===== config.mk =====
export PLATFORM = sky130hd
export DESIGN_NAME = packet_deframer
export DESIGN_NICKNAME = d
export VERILOG_FILES = /design/src/rtl/iot_sensor_pkg.sv /design/src/rtl/packet_deframer.sv
export SDC_FILE = /design/constraint.sdc
export NUM_CORES = 1
export LEC_CHECK = 0
export ABC_CLOCK_PERIOD_IN_PS = 2420
export CORE_MARGIN = 8
export CORE_UTILIZATION = 30
export CTS_BUF_LIST = sky130_fd_sc_hd__clkbuf_4
export CTS_CLUSTER_DIAMETER = 150
export DETAILED_ROUTE_END_ITERATION = 6
export PLACE_DENSITY = 0.48
export SLEW_MARGIN = 20
export SYNTH_ARGS = -nofsm -noshare
export SYNTH_HDL_FRONTEND = slang
export SYNTH_SLANG_ARGS = --single-unit
export TNS_END_PERCENT = 1

===== constraint.sdc =====
create_clock -name clk -period 2.42 [get_ports clk]
set_clock_uncertainty 0.1 [all_clocks]
set_input_delay 0.484 -clock clk [delete_from_list [all_inputs] [get_ports clk]]
set_output_delay 0.484 -clock clk [all_outputs]
set_load 0.01 [all_outputs]

===== src/rtl/iot_sensor_pkg.sv =====
// Shared constants and types for the sensor packet link (framer and deframer).
package iot_sensor_pkg;

  localparam logic [7:0] PACKET_START_DELIM = 8'h7E;
  localparam logic [7:0] PACKET_END_DELIM   = 8'h7E;
  localparam logic [7:0] PACKET_LENGTH      = 8'h09;
  localparam int         PACKET_BYTES       = 9;

  typedef enum logic [2:0] {
    ERR_NONE,
    ERR_DELIM,
    ERR_LENGTH,
    ERR_FORMAT,
    ERR_CHECKSUM
  } deframe_err_e;

endpackage


===== src/rtl/packet_deframer.sv =====
// Positional parser for 9-byte sensor frames: checks delimiters, length, ID format and checksum,
// presents good packets as one held record, drops and counts bad frames.
module packet_deframer
  import iot_sensor_pkg::*;
(
  input  logic        clk,
  input  logic        rst_n,
  input  logic        enable,
  input  logic [7:0]  rx_byte,
  input  logic        rx_valid,
  output logic        rx_ready,
  output logic [15:0] sensor_data,
  output logic [1:0]  sensor_id,
  output logic [15:0] timestamp,
  output logic        out_valid,
  input  logic        out_ready,
  output logic        err_delim,
  output logic        err_length,
  output logic        err_format,
  output logic        err_checksum,
  output logic [15:0] pkt_ok_count,
  output logic [15:0] pkt_err_count,
  output logic [3:0]  parse_state_debug
);

  localparam logic [3:0] S_HUNT = 4'd0;
  localparam logic [3:0] S_ID   = 4'd1;
  localparam logic [3:0] S_LEN  = 4'd2;
  localparam logic [3:0] S_TSH  = 4'd3;
  localparam logic [3:0] S_TSL  = 4'd4;
  localparam logic [3:0] S_DH   = 4'd5;
  localparam logic [3:0] S_DL   = 4'd6;
  localparam logic [3:0] S_CHK  = 4'd7;
  localparam logic [3:0] S_END  = 4'd8;

  logic [3:0]   r_state;
  logic [7:0]   r_sum;
  logic         r_chk_ok;
  logic [1:0]   r_id_sh;
  logic [15:0]  r_ts_sh;
  logic [15:0]  r_data_sh;
  logic         r_out_valid;
  logic [1:0]   r_sensor_id;
  logic [15:0]  r_timestamp;
  logic [15:0]  r_sensor_data;
  logic         r_err_delim;
  logic         r_err_length;
  logic         r_err_format;
  logic         r_err_checksum;
  logic [15:0]  r_ok_count;
  logic [15:0]  r_err_count;

  logic         w_accept;
  logic [7:0]   w_sum_add;
  logic [3:0]   w_next_state;
  logic [7:0]   w_next_sum;
  logic         w_good;
  deframe_err_e w_err;

  // Holding off input while a record is pending guarantees it is never overwritten.
  assign rx_ready  = enable && !r_out_valid;
  assign w_accept  = rx_valid && rx_ready;
  assign w_sum_add = r_sum + rx_byte;

  always_comb begin
    w_next_state = r_state;
    w_next_sum   = r_sum;
    w_err        = ERR_NONE;
    w_good       = 1'b0;
    if (w_accept) begin
      case (r_state)
        S_HUNT: begin
          if (rx_byte == PACKET_START_DELIM) begin
            w_next_state = S_ID;
            w_next_sum   = PACKET_START_DELIM;
          end
        end
        S_ID: begin
          // A repeated delimiter is treated as a fresh frame start.
          if (rx_byte == PACKET_START_DELIM) begin
            w_next_sum = PACKET_START_DELIM;
          end else if (rx_byte[7:2] != 6'd0) begin
            w_err        = ERR_FORMAT;
            w_next_state = S_HUNT;
          end else begin
            w_next_state = S_LEN;
            w_next_sum   = w_sum_add;
          end
        end
        S_LEN: begin
          if (rx_byte != PACKET_LENGTH) begin
            w_err        = ERR_LENGTH;
            w_next_state = S_HUNT;
          end else begin
            w_next_state = S_TSH;
            w_next_sum   = w_sum_add;
          end
        end
        S_TSH, S_TSL, S_DH, S_DL: begin
          w_next_state = r_state + 4'd1;
          w_next_sum   = w_sum_add;
        end
        S_CHK: w_next_state = S_END;
        S_END: begin
          w_next_state = S_HUNT;
          if (rx_byte != PACKET_END_DELIM) w_err = ERR_DELIM;
          else if (!r_chk_ok)              w_err = ERR_CHECKSUM;
          else                             w_good = 1'b1;
        end
        default: w_next_state = S_HUNT;
      endcase
    end
  end

  always_ff @(posedge clk or negedge rst_n) begin
    if (!rst_n) begin
      r_state        <= S_HUNT;
      r_sum          <= 8'h00;
      r_chk_ok       <= 1'b0;
      r_id_sh        <= 2'd0;
      r_ts_sh        <= 16'h0000;
      r_data_sh      <= 16'h0000;
      r_out_valid    <= 1'b0;
      r_sensor_id    <= 2'd0;
      r_timestamp    <= 16'h0000;
      r_sensor_data  <= 16'h0000;
      r_err_delim    <= 1'b0;
      r_err_length   <= 1'b0;
      r_err_format   <= 1'b0;
      r_err_checksum <= 1'b0;
      r_ok_count     <= 16'h0000;
      r_err_count    <= 16'h0000;
    end else if (!enable) begin
      r_state        <= S_HUNT;
      r_sum          <= 8'h00;
      r_out_valid    <= 1'b0;
      r_err_delim    <= 1'b0;
      r_err_length   <= 1'b0;
      r_err_format   <= 1'b0;
      r_err_checksum <= 1'b0;
    end else begin
      r_state        <= w_next_state;
      r_sum          <= w_next_sum;
      r_err_delim    <= (w_err == ERR_DELIM);
      r_err_length   <= (w_err == ERR_LENGTH);
      r_err_format   <= (w_err == ERR_FORMAT);
      r_err_checksum <= (w_err == ERR_CHECKSUM);
      if (w_accept) begin
        case (r_state)
          S_ID:    r_id_sh         <= rx_byte[1:0];
          S_TSH:   r_ts_sh[15:8]   <= rx_byte;
          S_TSL:   r_ts_sh[7:0]    <= rx_byte;
          S_DH:    r_data_sh[15:8] <= rx_byte;
          S_DL:    r_data_sh[7:0]  <= rx_byte;
          S_CHK:   r_chk_ok        <= (w_sum_add == 8'h00);
          default: ;
        endcase
      end
      if (w_good) begin
        r_out_valid   <= 1'b1;
        r_sensor_id   <= r_id_sh;
        r_timestamp   <= r_ts_sh;
        r_sensor_data <= r_data_sh;
        if (r_ok_count != 16'hFFFF) r_ok_count <= r_ok_count + 16'd1;
      end else if (r_out_valid && out_ready) begin
        r_out_valid <= 1'b0;
      end
      if (w_err != ERR_NONE && r_err_count != 16'hFFFF) r_err_count <= r_err_count + 16'd1;
    end
  end

  assign out_valid         = r_out_valid;
  assign sensor_id         = r_sensor_id;
  assign timestamp         = r_timestamp;
  assign sensor_data       = r_sensor_data;
  assign err_delim         = r_err_delim;
  assign err_length        = r_err_length;
  assign err_format        = r_err_format;
  assign err_checksum      = r_err_checksum;
  assign pkt_ok_count      = r_ok_count;
  assign pkt_err_count     = r_err_count;
  assign parse_state_debug = r_state;

endmodule

==> results_dict.tcl <==
set metrics [dict create \
    outcome "complete, but fails checks" \
    violations "setup timing" \
    ys_types 59 \
    tightest_slew_ns 0.657 \
    grt_antenna_before_repair 0 \
    wire_per_inst_microns 16.3 \
    synth_edf_count 0 \
    swShare 0.263 \
    synth_ff_type "dfrtp_1" \
    p_seq_frac 0.517 \
    regToRegStartpoint "parse_state_debug[1]" \
    grt_pass1_wl_microns 22800 \
    ir_drop_v 0.000347 \
    layout_commonest_cell "dfrtp_1" \
    synth_seq_cells 118 \
    drtPass1Iterations 4 \
    slew_headroom 0.562 \
    fmaxAchievable_mhz 402 \
    rsz0062_at_grt "yes" \
    hold_path.class "reg -> reg" \
    setup_violations 1 \
    cp_num_buf_inv 2 \
    coreArea_sq_mm 0.0179 \
    worst_slack_ns -0.0677 \
    grt_start_max_net_pins 119 \
    vias 3964 \
    synthCells 430 \
    fillers 1726 \
    insertion_delay_ns 0.54 \
    dp_hpwl_microns 10300 \
    period_needed_ns 2.49 \
    drc 0 \
    fp.dieW_microns 151 \
    ios 89 \
    cp-end-kind "flop" \
    period_share 1.03 \
    hold_viol 0 \
    synth.avg_cell_area_sq_um 12.6 \
    path_cells "clkdlybuf4s50_1, or4_1, o31a_1, o2111ai_4, buf_4, a21oi_4, mux2_4" \
    area_growth_pct 40.3 \
    clockPowerShare 0.434 \
    start_util 0.304 \
    fp-row-count 49 \
    drv_cap 0 \
    seq_area_frac_synth 0.543 \
    cp-startpoint "rx_byte[2]" \
    path_clk_slew_ns 0.12 \
    drt-total-wl_microns 13800 \
    finalPower_mw 3.84 \
    most-common-layout-cells "dfrtp_1, clkdlybuf4s50_1, buf_4, mux2_2, xnor2_1" \
    combPwrFrac 0.049 \
    multi_input_area_sq_mm 0.00246 \
    leakage_nw 3.59 \
    cp.arrival_ns 2.83 \
    drtIter0Drc 230 \
    viasPerCell 4.67 \
    slew_viol_final 0 \
    worst_path_max_delay_cell "or4_1" \
    intPower_mw 2.83 \
    cts-root-buf "clkbuf_4" \
    tns_ns -0.0677 \
    crit_fanout 10 \
    drive_gt1_frac 0.344 \
    power.switching_mw 1.01 \
    ant_nets 0 \
    critical-path-max-stage-delay_ns 0.60 \
    die_h_microns 151 \
    synth_nets 457 \
    grt_usage 0.131 \
    powerDensity_mw_per_mm2 503 \
    clock_sinks 118 \
    cts_max_path_buffers 2 \
    cts_tree "built" \
    cts_buffers 17 \
    startpoint_type "primary input" \
    crit_type "in -> reg" \
    synthArstFlopShare 1.00 \
    place.gp.congestion 0.822 \
    synth_area_sq_mm 0.00544 \
    worstPathRequired_ns 2.76 \
    crit_family "compound AO/OA/AOI/OAI gates" \
    cts-htree-levels 4 \
    antenna_cells 0 \
    portBuffers 88 \
    grt_pass1_vias 4257 \
    dieArea_sq_mm 0.0227 \
    gr-total-overflow 0 \
    worstHoldStart "pkt_err_count[5]" \
    ys_warn_count 0 \
    final_net_count 634 \
    seq_area_sq_mm 0.00296 \
]
## Yosys cell counts, types with 3 or more instances
| master | instances | area share |
|---|---|---|
| nor2_1 | 24 | 0.017 |
| a31o_2 | 3 | 0.0048 |
| mux2_2 | 69 | 0.14 |
| nand4_1 | 9 | 0.010 |
| o21ai_0 | 8 | 0.0074 |
| o22ai_1 | 5 | 0.0058 |
| nor4_1 | 3 | 0.0035 |
| ha_1 | 13 | 0.030 |
| a21oi_1 | 11 | 0.010 |
| nor2b_1 | 3 | 0.0035 |
| buf_1 | 3 | 0.0021 |
| and3_1 | 5 | 0.0058 |
| inv_1 | 11 | 0.0076 |
| or3_1 | 6 | 0.0069 |
| dfrtp_1 | 118 | 0.54 |
| nor3b_2 | 3 | 0.0069 |
| buf_2 | 3 | 0.0028 |
| nor3_1 | 5 | 0.0046 |
| or4_1 | 3 | 0.0041 |
| nand2_1 | 25 | 0.017 |
| xnor2_1 | 29 | 0.047 |
| xor2_1 | 7 | 0.011 |
| clkbuf_1 | 3 | 0.0021 |
| nand3_1 | 18 | 0.017 |
## power groups by stage
| stage | registers, mW | logic (mW) | clock network [mW] |
|---|---|---|---|
| 2_1_floorplan | 2.02 | 0.0428 | 0 |
| 3_3_place_gp | 2.02 | 0.192 | 0 |
| 3_5_place_dp | 2.02 | 0.193 | 0 |
| 4_1_cts | 1.98 | 0.195 | 1.74 |
| 5_1_grt | 1.99 | 0.211 | 1.84 |
| 6_report | 1.98 | 0.190 | 1.66 |
## stage by stage
stage | cells | utilization | cell area [sq um] | hold slack (ns) | worst slack [ns]
floorplan | 430 | - | 5440 | 0.0884 | 0.110
global placement | 813 | 0.401 | 7180 | 0.381 | -0.541
detailed placement | 813 | 0.401 | 7180 | 0.382 | -0.571
CTS | 846 | 0.422 | 7550 | 0.395 | -0.0364
global route | 849 | 0.426 | 7630 | 0.400 | -0.105
finish | 849 | 0.426 | 7630 | 0.400 | -0.0677
## final cells by class
cell class	count	share of cell area
Multi-Input combinational cell	290	0.323
Tap cell	229	0.0376
Clock buffer	17	0.0167
Sequential cell	118	0.388
Inverter	12	0.00591
Clock inverter	15	0.0269
Timing Repair Buffer	168	0.202
## flip-flops by register name (all words and copies together), names as in the netlist
signal and count:
out_valid 1, err_delim 1, sensor_data 16, r_data_sh 16, err_checksum 1, r_id_sh 2
pkt_ok_count 16, timestamp 16, sensor_id 2, r_sum 8, r_chk_ok 1, err_format 1
r_ts_sh 16, parse_state_debug 4, err_length 1, pkt_err_count 16
## cell families (layout without fill, tap and decap cells)
family	Yosys count	count (layout)	synth area share
AO/OA/AOI/OAI	46	46	0.0679
XOR/XNOR	36	36	0.0580
adder cells (fa/ha/maj)	14	14	0.0336
buffers and inverters	22	212	0.0166
flip-flops	118	118	0.543
multiplexers	71	71	0.147
AND/OR/NAND/NOR	123	123	0.133
## per-layer routing
layer	routed length, microns	global-route usage	up-vias
li1	-	-	1907
met1	6320	0.166	1986
met2	6790	0.208	59
met3	550	0.0424	12
met4	148	0.0406	0
met5	0	0	-
## final timing paths
check	cells after the start	to	slack [ns]
worst max-delay path	7	pkt_err_count[1]	-0.07
worst min-delay path	1	pkt_err_count[5]	0.40
worst max register to register	8	pkt_err_count[14]	0.05
worst min register to register	1	pkt_err_count[5]	0.40
max in group asynchronous	3	parse_state_debug[0]	1.24
min in group asynchronous	3	sensor_data[5]	0.44
## what timing repair did
action | in CTS | in global routing
endpoints found under the setup margin | 6 | 23
pin swaps | 0 | 6
endpoints found under the hold margin | 118 | 0
resized for setup | 5 | 18
buffers inserted | 0 | 3
hold buffers | 1 | 0
Note: power is estimated with default switching activity, not from simulation.
==> variant (same flow settings) <==
Reset style: synchronous (`rst_n`), changed in one clocked block.
--- a/src/rtl/packet_deframer.sv
+++ b/src/rtl/packet_deframer.sv
@@ -112,7 +112,7 @@
     end
   end
 
-  always_ff @(posedge clk or negedge rst_n) begin
+  always_ff @(posedge clk) begin
     if (!rst_n) begin
       r_state        <= S_HUNT;
       r_sum          <= 8'h00;
Behaviour: differs if rst_n is asserted again (counterexample within 4 cycles, from zero or initial values and one cycle with rst_n low); with rst_n held inactive, the same outputs for 4 cycles.
==> variant against the unedited design <==
Area after synthesis decreased by 2.5%. Worst setup slack improved by 0.12 ns. Die area decreased by 2.2%. Wire length increased by 11%. Design area decreased by 5.0%. Maximum frequency increased by 5.1%. Clock power decreased by 12%. First-iteration DRC count increased by 30%. Synthesized cell count increased by 47%. Sequential cell count unchanged. Total power decreased by 7.3%. Final cell count increased by 20%. Count of clock-buffer cells in the layout increased by 1. Critical path type unchanged. Critical endpoint is now r_chk_ok. Largest power group unchanged.
==> variant: results (changes against the unedited design) <==
pre-CTS setup slack -> -0.587 ns (-0.0164 ns)
gr usage total -> 14.2% (+1.1 points)
WL final -> 15400 µm (+11%)
GPL Wtd Cong -> 0.814 (-0.97%)
Lkg Pwr -> 2.64 nW (-27%)
Seq/Total Area, Yosys -> 44.5% (-9.8 points)
ys async rst share -> 0% (-100 points)
DPL Wire Length -> 11200 µm (+9.1%)
number of global-route vias before repair -> 4912 (+15%)
slowest stage delay, CP -> 0.54 ns (-0.06 ns)
met2 wire len -> 7320 µm (+7.7%)
Placed Cells -> 985 (+21%)
synth cell count leaders -> 118 x dfxtp_1, 114 x nand2_1, 88 x a21oi_1
CP arrival -> 2.73 ns (-0.10 ns)
Via Count -> 5043 (+27%)
drt pass-1 iters -> 5 (+1)
wl on met1 -> 7170 µm (+13%)
Hold/Removal Path Class -> input pin to flip-flop
initial antenna violation count -> 1 (+1)
worst slew pin tran -> 0.447 ns (-0.210 ns)
CP max FO -> 6 (-4)
first-pass GRT wire length -> 25200 µm (+10%)
DRC errors left -> 0 (unchanged)
prevailing post-synth register cell -> dfxtp_1
htree depth -> 4 (unchanged)
Netlist cell types -> 60 (+1.7%)
fraction of layout cells with a size suffix above 1 -> 16.8% (-18 points)
DR WL/cell -> 15.1 µm (-7.2%)
worst-case vdd ir drop -> 237 µV (-32%)
largest net degree at the start of global routing -> 101 (-15%)
starting DRC count in detailed routing -> 299 (+30%)
wire length on met3 -> 640 µm (+16%)
Worst-path clk slew -> 0.12 ns (about the same)
final net count -> 806 (+27%)
area post-placement -> 0.00692 mm² (-3.6%)
syn_area_per_cell -> 8.37 µm² (-34%)
Post-CTS Resized -> 0 (-5)
P_sw -> 0.913 mW (-9.6%)
status -> finished clean
dominant cells by area after synthesis -> dfxtp_1 45%, a21oi_1 8.3%, nand2_1 8.1%
syn_nets -> 661 (+45%)
I/O Buffers -> 88 (unchanged)
## variant: cell types whose count changed in the layout (fill, tap and decap cells not counted), sizes merged, moves of 7 or more
cell and change:
dfxtp +118, mux2 -69, nand3 +22, mux2i +11, xnor2 -21, a21oi +77, dfrtp -118, nand2 +88
nor2 +22, o21ai +13, o31ai +7
## variant: final timing paths
kind | from | endpoint | slack [ns] | depth (start not counted)
worst max-delay path | rx_byte[1] | r_chk_ok | 0.05 | 9
worst min-delay path | rx_byte[2] | r_data_sh[10] | 0.33 | 4
worst max register to register | pkt_err_count[0] | pkt_err_count[15] | 0.07 | 8
worst min register to register | timestamp[0] | timestamp[0] | 0.36 | 2
## variant: layout make-up
cell class,instances,area [µm²]
well taps,225,282
multi-input cells,469,2770
inverters,10,37.5
clock inverters,14,150
fillers,1759,10000
repair buffers,163,1510
flip-flops and latches,118,2360
diodes,1,2.50
clock buffers,18,135
## variant: power by group through the flow
stage               Clock [mW]  Combinational, mW  Sequential [mW]
floorplan                    0             0.0598             1.99
global placement             0              0.161             1.99
detailed placement           0              0.161             1.99
CTS                       1.53              0.162             1.94
global route              1.61              0.175             1.94
finish                    1.46              0.160             1.94
## variant: cells by family after synthesis
| logic type | Yosys count | share of synthesized area (%) |
|---|---|---|
| fa+ha+maj | 14 | 3.44 |
| simple gates | 274 | 24.9 |
| mux | 13 | 2.48 |
| flops | 118 | 44.5 |
| xor+xnor | 19 | 3.14 |
| buf+inv | 47 | 3.80 |
| compound gates | 149 | 17.7 |
## variant: per-layer routing
layer | GRT usage, % | vias up
li1 | - | 2545
met1 | 17.8 | 2388
met2 | 23.0 | 92
met3 | 3.76 | 18
met4 | 5.00 | 0
met5 | 0 | -
